**src/rtl/xgmii_reset_seq.sv**
```systemverilog
// rtl/xgmii_reset_seq.sv - staged PCS/MAC/application reset sequencer for an XGMII link
module xgmii_reset_seq #(
  parameter int PCS_HOLD     = 16,
  parameter int MAC_DELAY    = 8,
  parameter int APP_DELAY    = 8,
  parameter int LINK_TIMEOUT = 1024,
  parameter int MAX_RETRY    = 3
) (
  input  logic       clk,
  input  logic       reset,
  input  logic       soft_rst_req,
  input  logic       link_ok,
  output logic       rst_pcs,
  output logic       rst_mac,
  output logic       rst_app,
  output logic       ready,
  output logic       fault,
  output logic [2:0] seq_state,
  output logic [1:0] retry_cnt
);

  localparam int MAX_A = (PCS_HOLD > MAC_DELAY) ? PCS_HOLD : MAC_DELAY;
  localparam int MAX_B = (APP_DELAY > LINK_TIMEOUT) ? APP_DELAY : LINK_TIMEOUT;
  localparam int MAX_D = (MAX_A > MAX_B) ? MAX_A : MAX_B;
  localparam int CW    = ($clog2(MAX_D) < 1) ? 1 : $clog2(MAX_D);

  localparam logic [CW-1:0] PCS_LAST  = CW'(PCS_HOLD - 1);
  localparam logic [CW-1:0] MAC_LAST  = CW'(MAC_DELAY - 1);
  localparam logic [CW-1:0] APP_LAST  = CW'(APP_DELAY - 1);
  localparam logic [CW-1:0] LINK_LAST = CW'(LINK_TIMEOUT - 1);
  localparam logic [1:0]    RETRY_LAST = 2'(MAX_RETRY - 1);

  typedef enum logic [2:0] {
    S_HOLD    = 3'd0,
    S_WAIT    = 3'd1,
    S_MAC_DLY = 3'd2,
    S_APP_DLY = 3'd3,
    S_RUN     = 3'd4,
    S_FAULT   = 3'd5
  } state_t;

  state_t        state_q, state_d;
  logic [CW-1:0] cnt_q, cnt_d;
  logic [1:0]    retry_q, retry_d;
  logic          pcs_q, pcs_d, mac_q, mac_d, app_q, app_d;
  logic          ready_q, ready_d, fault_q, fault_d;

  always_comb begin
    state_d = state_q;
    retry_d = retry_q;
    if (soft_rst_req) begin
      state_d = S_HOLD;
      retry_d = 2'd0;
    end else begin
      case (state_q)
        S_HOLD: if (cnt_q == PCS_LAST) state_d = S_WAIT;
        S_WAIT: begin
          // link_ok in the final timeout cycle still wins over the retry
          if (link_ok) state_d = S_MAC_DLY;
          else if (cnt_q == LINK_LAST) begin
            if (retry_q == RETRY_LAST) state_d = S_FAULT;
            else begin
              retry_d = retry_q + 2'd1;
              state_d = S_HOLD;
            end
          end
        end
        S_MAC_DLY: begin
          if (!link_ok) state_d = S_WAIT;
          else if (cnt_q == MAC_LAST) state_d = S_APP_DLY;
        end
        S_APP_DLY: begin
          if (!link_ok) state_d = S_WAIT;
          else if (cnt_q == APP_LAST) begin
            state_d = S_RUN;
            retry_d = 2'd0;
          end
        end
        S_RUN:   if (!link_ok) state_d = S_WAIT;
        S_FAULT: state_d = S_FAULT;
        default: state_d = S_HOLD;
      endcase
    end

    if (soft_rst_req || (state_d != state_q) || (state_q == S_RUN) || (state_q == S_FAULT))
      cnt_d = '0;
    else
      cnt_d = cnt_q + 1'b1;

    // Outputs decode the next state so they flip on the same edge as the state
    pcs_d   = (state_d == S_HOLD) || (state_d == S_FAULT);
    mac_d   = !((state_d == S_APP_DLY) || (state_d == S_RUN));
    app_d   = (state_d != S_RUN);
    ready_d = (state_d == S_RUN);
    fault_d = (state_d == S_FAULT);
  end

  always_ff @(posedge clk) begin
    if (reset) begin
      state_q <= S_HOLD;
      cnt_q   <= '0;
      retry_q <= 2'd0;
      pcs_q   <= 1'b1;
      mac_q   <= 1'b1;
      app_q   <= 1'b1;
      ready_q <= 1'b0;
      fault_q <= 1'b0;
    end else begin
      state_q <= state_d;
      cnt_q   <= cnt_d;
      retry_q <= retry_d;
      pcs_q   <= pcs_d;
      mac_q   <= mac_d;
      app_q   <= app_d;
      ready_q <= ready_d;
      fault_q <= fault_d;
    end
  end

  assign rst_pcs   = pcs_q;
  assign rst_mac   = mac_q;
  assign rst_app   = app_q;
  assign ready     = ready_q;
  assign fault     = fault_q;
  assign seq_state = state_q;
  assign retry_cnt = retry_q;

endmodule
```
**config.mk**
```make
export PLATFORM = sky130hd
export DESIGN_NAME = xgmii_reset_seq
export DESIGN_NICKNAME = d
export VERILOG_FILES = /design/src/rtl/xgmii_reset_seq.sv
export SDC_FILE = /design/constraint.sdc
export NUM_CORES = 1
export LEC_CHECK = 0
export ABC_CLOCK_PERIOD_IN_PS = 6300
export BUFFER_PORTS_ARGS = -buffer_cell sky130_fd_sc_hd__clkbuf_2
export CAP_MARGIN = 15
export CORE_MARGIN = 8
export CORE_UTILIZATION = 45
export DETAILED_ROUTE_END_ITERATION = 7
export GPL_TIMING_DRIVEN = 0
export SYNTH_ARGS = -nofsm -noshare
export SYNTH_HDL_FRONTEND = slang
export SYNTH_SLANG_ARGS = --single-unit
```
**constraint.sdc**
```tcl
create_clock -name clk -period 6.3 [get_ports clk]
set_input_delay 1.26 -clock clk [delete_from_list [all_inputs] [get_ports clk]]
set_output_delay 1.26 -clock clk [all_outputs]
set_load 0.005 [all_outputs]
```
# Word-level counts from Yosys, hierarchy flattened
# Index checks and enable logic that the tools add are counted.
[word_totals]
inputBits = 4
ff_bits = 20
out_inout_bits = 10
word_cells = 58
[op_classes]
n_mux = 17
addsub = 2
n_reduce_logical = 12
n_eq_ne = 19
[ops]
columns = ["cell", "n"]
rows = [
  ["2-to-1 mux 3 bit", 10],
  ["case mux 3 bit (6 select lines)", 1],
  ["== test 3 bit, second input constant", 4],
  ["adder 10 x 1 -> 10 bit, second input constant", 1],
  ["== test 10 bit, second input constant", 1],
  ["== test 10 x 3 -> 1 bit, second input constant", 1],
  ["== test 10 x 4 -> 1 bit, second input constant", 1],
  ["2-to-1 mux 2 bit", 5],
  ["inequality test 2 bit, second input constant", 5],
  ["== test 3 x 2 -> 1 bit, second input constant", 3],
  ["zero test 3 bit", 2],
  ["AND reduction 6 bit", 1],
  ["logical OR 1 bit", 5],
  ["case mux 2 bit (2 select lines)", 1],
  ["OR reduction 2 bit", 2],
  ["== test 3 x 1 -> 1 bit, second input constant", 1],
  ["inequality test 3 bit", 1],
  ["inequality test 3 bit, second input constant", 1],
  ["adder 2 x 1 -> 2 bit, second input constant", 1],
  ["== test 2 bit, second input constant", 1],
  ["nonzero test 2 bit", 1],
  ["zero test 1 bit", 1],
]

# Logic depth before layout (Yosys ltp)
# Gate-level depths: netlist of run 1.
[depth]
word_depth = 11
ltp_mapped = 7
mapped_depth_nobuf = 7

# Least setup slack after synthesis of run 1
# Ideal clock, no wire load.
[synth_path]
kind = "input to register"
start = "input link_ok"
end = "register mac_q, in the netlist rst_mac"
t_arrival_ps = 2622
setup_ps = 123
t_required_ps = 6177
cell_stages = 5
path_buffers = 0
slack_ps = 3555
cell_sequence = "or4b_2 -> nor4_1 -> nor4_1 -> nor4_1 -> o21ai_1"
[synth_via]
elab_chain_len = 6
elab_cells_between_ends = 10
classes_between = "eq/ne: 2; mux: 6; reduce/logical: 2"
[synth_lines]
columns = ["item", "line", "text"]
rows = [
  ["start: declaration", "12", "input logic link_ok,"],
  ["2-to-1 mux 3 bit, on equally long branches", "--", ""],
  ["case mux 3 bit (6 select lines) *", "55", "case (state_q)"],
  ["2-to-1 mux 3 bit *", "51", "if (soft_rst_req) begin"],
  ["== test 3 x 2 -> 1 bit or == test 3 bit (tied branches)", "92", "mac_d = !((state_d == S_APP_DLY) || (state_d == S_RUN));"],
  ["logical OR 1 bit *", "92", ""],
  ["zero test 1 bit *", "92", ""],
  ["end signal: assignment", "113", "mac_q <= mac_d;"],
  ["end: declaration", "45", "logic pcs_q, pcs_d, mac_q, mac_d, app_q, app_d;"],
]
# Mark *: on every way between the ends. The rest lies on a longest branch, timed or not.
# A chain may end at the register's enable or synchronous reset.

# Worst setup path after layout of run 1
[layout_path]
start = "input link_ok"
end = "register ready_q, in the netlist ready"
[layout_via]
elab_chain_len = 4
elab_cells_between_ends = 7
classes_between = "eq/ne: 1; mux: 6"
[layout_lines]
columns = ["item", "line", "text"]
rows = [
  ["2-to-1 mux 3 bit, on equally long branches", "--", ""],
  ["case mux 3 bit (6 select lines) *", "55", ""],
  ["2-to-1 mux 3 bit *", "51", ""],
  ["== test 3 bit *", "94", "ready_d = (state_d == S_RUN);"],
  ["end signal: assignment", "115", "ready_q <= ready_d;"],
  ["end: declaration", "46", "logic ready_q, ready_d, fault_q, fault_d;"],
]
# Marked as above.

==> reports/qor.txt, run 1 <==
GP Congestion = 0.872
worst vdd ir = 0.144 mV
clk_lat worst skew = 0.30 ns
crit path time final = 2.79 ns
CP delay by family, top = simple AND/OR/NAND/NOR gates
Top cell by count, worst path = nor4_1
Final Hold Vio Count = 0
Finished Layout Cells = 170
kind of critical path = in2reg
part of the cycle the worst path needs = 44.2%
CTS resizes = 0
layout cells sized above 1 = 18.6%
WL final = 2440 um
hold-critical path depth = 1
post-DP HPWL = 1860 um
n_diodes = 0
clk root buf = clkbuf_4
initial core utilization = 45.6%
Seq/Total Area, Yosys = 36.8%
Placed Cells = 166
Yosys cell types = 43
Tot Pwr = 0.239 mW
CTS Hold Bufs = 0
Worst Path Buf+Inv = 1
outcome = complete, no violations
first-pass GRT wire length = 4210 um
Die Ht = 65.2 um
core area = 2390 um2
filler instances = 254
DR vias = 946
met3 wire len = 76 um
Top Metal Used = met3
relative slew slack = 42.8%
M1 wire length = 1100 um
# IOs = 14
# DRC = 0
DR iter-0 viols = 47
CTS tree = done
syn_nets = 130
Slew @ Worst Pin = 0.850 ns
global route overflow = 0
Slew Viols, Final = 0
Num CTS Buffers = 3
worst-path cell chain = clkbuf_2 > or4b_2 > nor4_1 > nor4_1 > nor3_1 > and2_1
Core Util, Final = 51.9%
Setup Buffers After CTS = 0
Area Overhead vs Synth = 13.8%
highest cell delay on the worst timing path = 0.70 ns
worst flop-to-flop path endpoint = cnt_q[0]$_SDFF_PP0_
vias in the first global route = 926
row count = 18
First-pass DRT Iterations = 6
startpoint types = input port
CTS clock-pin slew for the worst setup and hold paths = 0.11 ns
clk buf depth = 2
clock skew = 0.00335 ns
WHS Endpoint = cnt_q[0]$_SDFF_PP0_
nets = 147
Setup Viol. Count Final = 0
DR vias/cell = 5.56
most area-consuming cells after synthesis = dfxtp_1 37%, nor4_1 5.2%, xnor2_1 4.8%
post-route ant nets = 0
initial antenna violation count = 0
Lkg Pwr = 0.448 nW
Worst path slowest cell = or4b_2
Worst EP arrival = 3.04 ns
Final Instance Area = 1240 um2
HP Start = cnt_q[0]$_SDFF_PP0_
area leader, netlist = dfxtp_1
reg-to-reg slack, setup = 3.84 ns
met2 routed WL = 1260 um
Placement Cell Area = 1190 um2
top cell type's share of synthesized area = 36.8%
Min-Delay Path Class = reg2reg
crit path from = link_ok
Achievable Freq = 359 MHz
Synth Instances = 124
Die Width = 65.2 um
Synth Warn # = 0
count of flip-flops with a built-in enable after synthesis = 0
PD cells = 193 nW/um2
RSZ-0062 raised after global routing = no
GRT Total Usage = 12.3%
largest net degree at the start of global routing = 13
asr flop ratio synth = 0%
max-cap violation count = 0
Netlist Area Pre-Place = 1090 um2
synthesized area per cell = 8.78 um2
setup TNS = 0 ns
clock sink total = 20
origin of the critical flop-to-flop path = cnt_q[0]$_SDFF_PP0_
Crit. End Element = flop
port buffer count = 12
die area = 4250 um2
Routed WL per cell = 14.4 um
CP Data Required Time = 6.55 ns
Reg2Reg Depth = 6
htree depth = 1
crit-path max FO = 6
register bit total from synthesis = 20
Post-synth top flop = dfxtp_1
[power by group]
part	internal (mW)	switching (mW)
sequential	0.127	0.000395
combinational	0.00264	0.00498
clock	0.0643	0.0393
[cells in the final DEF, fill, tap and decap left out, drive strengths merged, types with 3 or more instances in the layout]
| master | Yosys | layout |
|---|---|---|
| dfxtp | 20 | 20 |
| xnor2 | 6 | 6 |
| nor2 | 13 | 13 |
| clkbuf | 3 | 18 |
| nand2 | 5 | 5 |
| buf | 3 | 3 |
| xor2 | 3 | 3 |
| o21ai | 3 | 3 |
| a21oi | 8 | 8 |
| inv | 4 | 4 |
| nor4 | 9 | 9 |
| nand3 | 6 | 6 |
| and3 | 3 | 3 |
| nor3 | 5 | 5 |
[synthesized netlist by cell type (3+ instances only)]
| cell type | instances |
|---|---|
| nand3_1 | 6 |
| nor2_1 | 13 |
| clkbuf_1 | 3 |
| xor2_1 | 3 |
| and3_1 | 3 |
| inv_1 | 4 |
| dfxtp_1 | 20 |
| a21oi_1 | 8 |
| xnor2_1 | 6 |
| nor3_1 | 5 |
| nand2_1 | 5 |
| nor4_1 | 9 |
[per-stage QoR]
stage / setup slack (ns) / hold WS (ns)
2_1_floorplan: 3.55 / 0.410
3_3_place_gp: 3.22 / 0.429
3_5_place_dp: 3.21 / 0.441
4_1_cts: 3.53 / 0.461
5_1_grt: 3.40 / 0.493
6_report: 3.51 / 0.452
[per-layer routing]
layer  track usage (%)  vias to the layer above
met1              14.9                      445
met5                 0                        -
met2              20.5                       12
met3              2.72                        0
li1                  -                      489
met4              4.90                        0
[cells by family (layout without fill, tap and decap cells)]
kind of cell	Yosys count	count (layout)	share of synthesized area (%)
buffers and inverters	10	26	3.68
muxes	1	1	0.920
xor gates and xnor gates	9	9	7.24
DFF	20	20	36.8
AOI/OAI and AO/OA	23	23	18.0
and+or+nand+nor	59	59	31.0
adders and majority gates	2	2	2.30
[worst max-delay path by stage]
stage,depth (start not counted),slack [ns],to
5_1_grt,6,3.40,ready$_SDFF_PP0_
3_3_place_gp,6,3.22,rst_mac$_SDFF_PP1_
2_1_floorplan,5,3.55,rst_mac$_SDFF_PP1_
4_1_cts,6,3.53,ready$_SDFF_PP0_
6_report,6,3.51,ready$_SDFF_PP0_
3_5_place_dp,6,3.21,ready$_SDFF_PP0_
[sequential cells by signal, indices dropped and copies added (netlist names)]
signal	cells
cnt_q	10
fault	1
retry_cnt	2
ready	1
rst_mac	1
rst_app	1
seq_state	3
rst_pcs	1
[final cells by class]
class                      instances  area (um2)  share of cell area [%]
clock inverter                     1        30.0                    2.42
sequential                        20         400                    32.3
tap                               30        37.5                    3.03
buffer                             6        25.0                    2.02
clock buffer                       3        22.5                    1.82
inverter                           4        15.0                    1.21
multi-input combinational         94         648                    52.3
timing repair buffer              12        60.1                    4.85
No activity file was read; power rests on OpenSTA's default activity.
==> inputs of run 2 (changes only) <==
- ABC_AREA: not set -> 1
- ABC_CLOCK_PERIOD_IN_PS: 6300 -> 2350
- PLACE_DENSITY: not set -> 0.67
- clock period: 6.3 -> 2.35 ns (I/O delays scaled with it)
==> reports/qor.txt, run 2 <==
filler instances = 222 (-13%)
RSZ-0062 raised after global routing = no
CP Data Required Time = 2.57 ns (-3.98 ns)
Multi-input gate area = 616 um2 (-5.0%)
Die Width = 65.0 um (-0.31%)
Slew Viols, Final = 0 (unchanged)
met3 wire len = 51 um (-33%)
part of the cycle the worst path needs = 83.7%
Placement Cell Area = 1180 um2 (-0.53%)
Synth Warn # = 0 (unchanged)
Reg2Reg Depth = 13 (+7)
DR vias/cell = 4.92 (-12%)
worst vdd ir = 0.386 mV (+170%)
asr flop ratio synth = 0% (unchanged)
CTS tree = done
GRT Total Usage = 10.8% (-1.5 points)
htree depth = 1 (unchanged)
CTS resizes = 0 (unchanged)
Top Metal Used = met4
syn_nets = 153 (+18%)
PD cells = 543 nW/um2 (+180%)
clk_lat worst skew = 0.30 ns (about the same)
max-cap violation count = 0 (unchanged)
die area = 4220 um2 (-0.61%)
layout cells sized above 1 = 25.6% (+7.0 points)
met2 routed WL = 920 um (-27%)
WL final = 2090 um (-15%)
Seq. cell area = 400 um2 (unchanged)
initial core utilization = 48.3% (+2.7 points)
kind of critical path = reg2reg
GP Congestion = 0.820 (-6.0%)
Crit. End Element = flop
relative slew slack = 73.9% (+31 points)
top cell type's share of synthesized area = 37.1% (+0.30 points)
vias in the first global route = 865 (-6.6%)
initial antenna violation count = 0 (unchanged)
Area Overhead vs Synth = 14.1%
row count = 17 (-1)
clk root buf = clkbuf_4
Slew @ Worst Pin = 0.390 ns (-0.460 ns)
M1 wire length = 1080 um (-1.9%)
Setup Buffers After CTS = 0 (unchanged)
Final Instance Area = 1230 um2 (-0.51%)
setup TNS = 0 ns (unchanged)
count of flip-flops with a built-in enable after synthesis = 0 (unchanged)
clk buf depth = 2 (unchanged)
# DRC = 0 (unchanged)
CTS Hold Bufs = 0 (unchanged)
max reg flops = 10 (unchanged)
Post-synth top cells = 26 x nand2_1, 21 x nor2_1, 20 x dfxtp_1
synthesized area per cell = 7.35 um2 (-16%)
Post-synth top flop = dfxtp_1
Achievable Freq = 508 MHz
outcome = complete, no violations
Yosys cell types = 22 (-49%)
Routed WL per cell = 10.9 um (-24%)
commonest non-fill, non-tap cell in the layout = nand2_1
n_diodes = 0 (unchanged)
Setup Viol. Count Final = 0 (unchanged)
Worst EP arrival = 2.19 ns (-0.85 ns)
Tot Pwr = 0.669 mW (+180%)
most instantiated library cell after synthesis = nand2_1
port buffer count = 13 (+1)
post-route ant nets = 0 (unchanged)
Seq/Total Area, Yosys = 37.1% (+0.30 points)
register bit total from synthesis = 20 (unchanged)
crit-path max FO = 10 (+4)
CTS clock-pin slew for the worst setup and hold paths = 0.11 ns (about the same)
startpoint types = flop
crit path time final = 1.97 ns
post-DP HPWL = 1650 um (-12%)
most area-consuming cells after synthesis = dfxtp_1 37%, nand2_1 9.0%, nor2_1 7.3%
Num CTS Buffers = 3 (unchanged)
Die Ht = 65.0 um (-0.31%)
register name with the most flops = cnt_q
DR iter-0 viols = 56 (+19%)
Min-Delay Path Class = in2reg
global route overflow = 0 (unchanged)
most frequent cells in the layout = 26 x nand2_1, 21 x nor2_1, 20 x dfxtp_1
Lkg Pwr = 0.532 nW (+19%)
nets = 171 (+16%)
first-pass GRT wire length = 3750 um (-11%)
clock skew = 0.00529 ns (+0.00194 ns)
First-pass DRT Iterations = 4 (-2)
core area = 2230 um2 (-6.4%)
DR vias = 944 (-0.21%)
clock sink total = 20 (unchanged)
hold-critical path depth = 2 (+1)
Netlist Area Pre-Place = 1080 um2 (-0.80%)
largest net degree at the start of global routing = 13 (unchanged)
area leader, netlist = dfxtp_1
Synth Instances = 147 (+19%)
Final Hold Vio Count = 0 (unchanged)
# IOs = 14 (unchanged)
[run 2: cell count changes after synthesis, sizes merged, moves of 3 or more]
| cell | previous run | this run |
|---|---|---|
| a21oi | 8 | 4 |
| buf | 3 | 0 |
| and3 | 3 | 0 |
| nor4 | 9 | 0 |
| nor2 | 13 | 27 |
| nand2 | 5 | 35 |
| nor3 | 5 | 13 |
| inv | 4 | 17 |
| clkbuf | 3 | 0 |
| nand3 | 6 | 16 |
| xnor2 | 6 | 1 |
| xor2 | 3 | 7 |
[run 2: cells by family (layout without fill, tap and decap cells)]
logic type / after synthesis / in the layout / share of synthesized area (%)
AND/OR/NAND/NOR: 92 / 92 / 44.0
flip-flops: 20 / 20 / 37.1
buffers and inverters: 17 / 34 / 5.91
AO/OA/AOI/OAI: 8 / 8 / 4.17
XOR/XNOR: 8 / 8 / 6.49
adder cells (fa/ha/maj): 2 / 2 / 2.32
[run 2: worst max-delay path: stages, from the launching register on]
cell     delay, ns
dfxtp_1       0.39
ha_1          0.23
nand2_2       0.08
nor2_1        0.11
nand2_1       0.07
nor2_2        0.17
nand2_1       0.07
nand2_1       0.06
nand2_1       0.07
nand2_2       0.11
nand3_1       0.08
nand2_1       0.10
nand3_4       0.17
nor3_1        0.19
[run 2: path summary, 6_finish.rpt]
check / start / end / slack, ns
min: reset / seq_state[0]$_SDFF_PP0_ / 0.38
min reg2reg: cnt_q[0]$_SDFF_PP0_ / cnt_q[0]$_SDFF_PP0_ / 0.49
max reg2reg: cnt_q[0]$_SDFF_PP0_ / cnt_q[3]$_SDFF_PP0_ / 0.38
max: cnt_q[0]$_SDFF_PP0_ / cnt_q[3]$_SDFF_PP0_ / 0.38
[run 2: area by class of cell]
class / instances / share of cell area (%)
clock buffers: 3 / 1.83
clock inverters: 1 / 2.44
flip-flops and latches: 20 / 32.5
inverters: 17 / 5.18
multi-input cells: 110 / 49.9
repair buffers: 13 / 5.28
well taps: 28 / 2.84
[run 2: metal layers]
metal / GRT usage [%] / vias up
met5: 0 / -
met4: 4.90 / 0
met3: 2.23 / 4
met2: 16.5 / 11
met1: 14.1 / 426
li1: - / 503
[run 2: where the power goes]
part	leakage, nW	switching [mW]	internal, mW
Combinational	0.342	0.0274	0.0135
Clock	0.0279	0.108	0.172
Sequential	0.162	0.00388	0.344
Total	0.532	0.140	0.529
[run 2: through the flow]
step                cells  setup WS (ns)  util (%)  hold WS, ns
floorplan             147          0.717         -        0.439
global placement      188          0.490      52.8        0.460
detailed placement    188          0.402      52.8        0.477
CTS                   192          0.376      55.2        0.369
global route          192          0.161      55.2        0.393
finish                192          0.382      55.2        0.378
==> inputs of run 3 (changes only) <==
- ABC_AREA: 1 -> 0
- ABC_CLOCK_PERIOD_IN_PS: 2350 -> 1850
- PLACE_DENSITY: 0.67 -> not set
- clock period: 2.35 -> 1.85 ns (I/O delays scaled with it)
==> reports/qor.txt, run 3 (same netlist as run 1, synthesis figures left out) <==
CP Data Required Time = 2.03 ns (-0.54 ns)
relative slew slack = 66.2% (-7.8 points)
Tot Pwr = 0.819 mW (+22%)
Final WS setup = -0.284 ns (-0.667 ns)
first-pass GRT wire length = 4620 um (+23%)
Min-Delay Path Class = in2reg
outcome = complete, but fails checks
startpoint types = flop
crit path time final = 2.13 ns (+0.167 ns)
Reg2Reg Depth = 5 (-8)
post-route ant nets = 0 (unchanged)
part of the cycle the worst path needs = 115% (+32 points)
WHS = 0.324 ns (-0.0544 ns)
Finished Layout Cells = 175 (-8.9%)
reg-to-reg slack, setup = -0.28 ns (-0.67 ns)
DR iter-0 viols = 40 (-29%)
GP Congestion = 0.872 (+6.3%)
Crit. End Element = flop
met3 usage = 3.40% (+1.2 points)
commonest non-fill, non-tap cell in the layout = dfxtp_1
Die Width = 65.2 um (+0.31%)
Num CTS Buffers = 3 (unchanged)
die area = 4250 um2 (+0.62%)
worst flop-to-flop path endpoint = cnt_q[1]$_SDFF_PP0_
Slew Viols, Final = 0 (unchanged)
Lkg Pwr = 0.493 nW (-7.2%)
Die Ht = 65.2 um (+0.31%)
core area = 2390 um2 (+6.9%)
global route overflow = 0 (unchanged)
CTS tree = done
First-pass DRT Iterations = 4 (unchanged)
Placed Cells = 166 (-12%)
GRT Total Usage = 13.4% (+2.6 points)
crit-path max FO = 7 (-3)
clk root buf = clkbuf_4
HP Start = soft_rst_req
setup TNS = -3.10 ns (-3.10 ns)
PD cells = 569 nW/um2 (+4.9%)
DR vias = 982 (+4.0%)
clk buf depth = 2 (unchanged)
DR vias/cell = 5.61 (+14%)
hold-critical path depth = 2 (unchanged)
Area Overhead vs Synth = 32.2%
max-cap violation count = 0 (unchanged)
kind of critical path = reg2reg
row count = 18 (+1)
initial antenna violation count = 0 (unchanged)
nets = 152 (-11%)
post-DP HPWL = 1890 um (+14%)
clock skew = 0.00536 ns (+0.0000694 ns)
max reg flops = 10 (unchanged)
Worst EP arrival = 2.32 ns (+0.13 ns)
register name with the most flops = cnt_q
vias in the first global route = 1,038 (+20%)
Top Usage Layer GRT = met2
htree depth = 1 (unchanged)
Slew @ Worst Pin = 0.503 ns (+0.112 ns)
violated checks = negative setup slack
M1 GR Usage = 15.1% (+0.98 points)
# DRC = 0 (unchanged)
Setup Viol. Count Final = 13 (+13)
layout cells sized above 1 = 37.9% (+12 points)
WHS Endpoint = retry_cnt[1]$_SDFFE_PP0P_
clk_lat worst skew = 0.30 ns (about the same)
met2 Track Usage GR = 22.9% (+6.4 points)
pre-CTS setup slack = -0.527 ns (-0.928 ns)
largest net degree at the start of global routing = 13 (unchanged)
n_diodes = 0 (unchanged)
# IOs = 14 (unchanged)
worst vdd ir = 0.437 mV (+13%)
clock sink total = 20 (unchanged)
origin of the critical flop-to-flop path = cnt_q[6]$_SDFF_PP0_
Routed WL per cell = 15.1 um (+39%)
port buffer count = 12 (-1)
Achievable Freq = 469 MHz (-7.8%)
Final Hold Vio Count = 0 (unchanged)
CTS clock-pin slew for the worst setup and hold paths = 0.12 ns (about the same)
WL final = 2650 um (+27%)
RSZ-0062 raised after global routing = yes
initial core utilization = 45.6% (-2.7 points)
most frequent cells in the layout = 16 x dfxtp_1, 15 x clkbuf_2, 13 x nor2_1
[run 3: cell count changes in the layout (fill, tap and decap cells not counted), sizes merged, moves of 4 or more]
cell,delta
nand2,-30
nor2,-14
inv,-13
nand3,-10
nor4,+9
nor3,-8
buf,+7
xnor2,+5
a21oi,+4
xor2,-4
[run 3: stage by stage]
step / utilization (%) / cell area, um2
final: 60.3 / 1440
after global routing: 60.3 / 1440
after CTS: 56.8 / 1360
after detailed placement: 50.2 / 1200
after global placement: 50.2 / 1200
after floorplan: - / 1100
[run 3: worst max-delay path by stage]
stage	slack [ns]	cells past startpoint	startpoint	end
after floorplan	-0.18	6	cnt_q[7]$_SDFF_PP0_	cnt_q[7]$_SDFF_PP0_
after global placement	-0.52	6	cnt_q[0]$_SDFF_PP0_	cnt_q[7]$_SDFF_PP0_
after detailed placement	-0.53	6	cnt_q[0]$_SDFF_PP0_	cnt_q[0]$_SDFF_PP0_
after CTS	-0.27	6	cnt_q[7]$_SDFF_PP0_	cnt_q[0]$_SDFF_PP0_
after global routing	-0.35	5	cnt_q[6]$_SDFF_PP0_	cnt_q[1]$_SDFF_PP0_
final	-0.28	5	cnt_q[6]$_SDFF_PP0_	cnt_q[1]$_SDFF_PP0_
[run 3: what timing repair did]
action,4_1_cts,5_1_grt
hold endpoints to repair,0,0
setup endpoints to repair,20,20
gates resized for setup,13,20
buffers inserted,4,2
hold buffers,0,0
pin swaps,5,5
[run 3: final cells by class]
type / count / area, um2
tap: 30 / 37.5
fill: 226 / 948
clock buffer: 3 / 22.5
sequential: 20 / 405
clock inverter: 1 / 30.0
buffer: 5 / 26.3
timing repair buffer: 18 / 105
multi-input combinational: 94 / 797
inverter: 4 / 15.0
[run 3: where the power goes]
group	leakage, nW	switching (mW)	total, mW	internal [mW]
clock network	0.0279	0.136	0.355	0.219
registers	0.164	0.00257	0.435	0.433
logic	0.302	0.0189	0.0289	0.0101
[run 3: per-layer routing]
metal,wire [um],up-vias,part of all wire [%]
met5,0,-,0
met4,37,0,1.4
met3,76,4,2.9
met2,1380,8,52
met1,1160,467,44
li1,-,503,-
[run 3: worst max-delay path: stages, from the launching register on]
cell	delay, ns
dfxtp_2	0.34
or4_4	0.58
or4b_4	0.57
o211ai_4	0.14
a2111o_2	0.30
a21boi_1	0.09
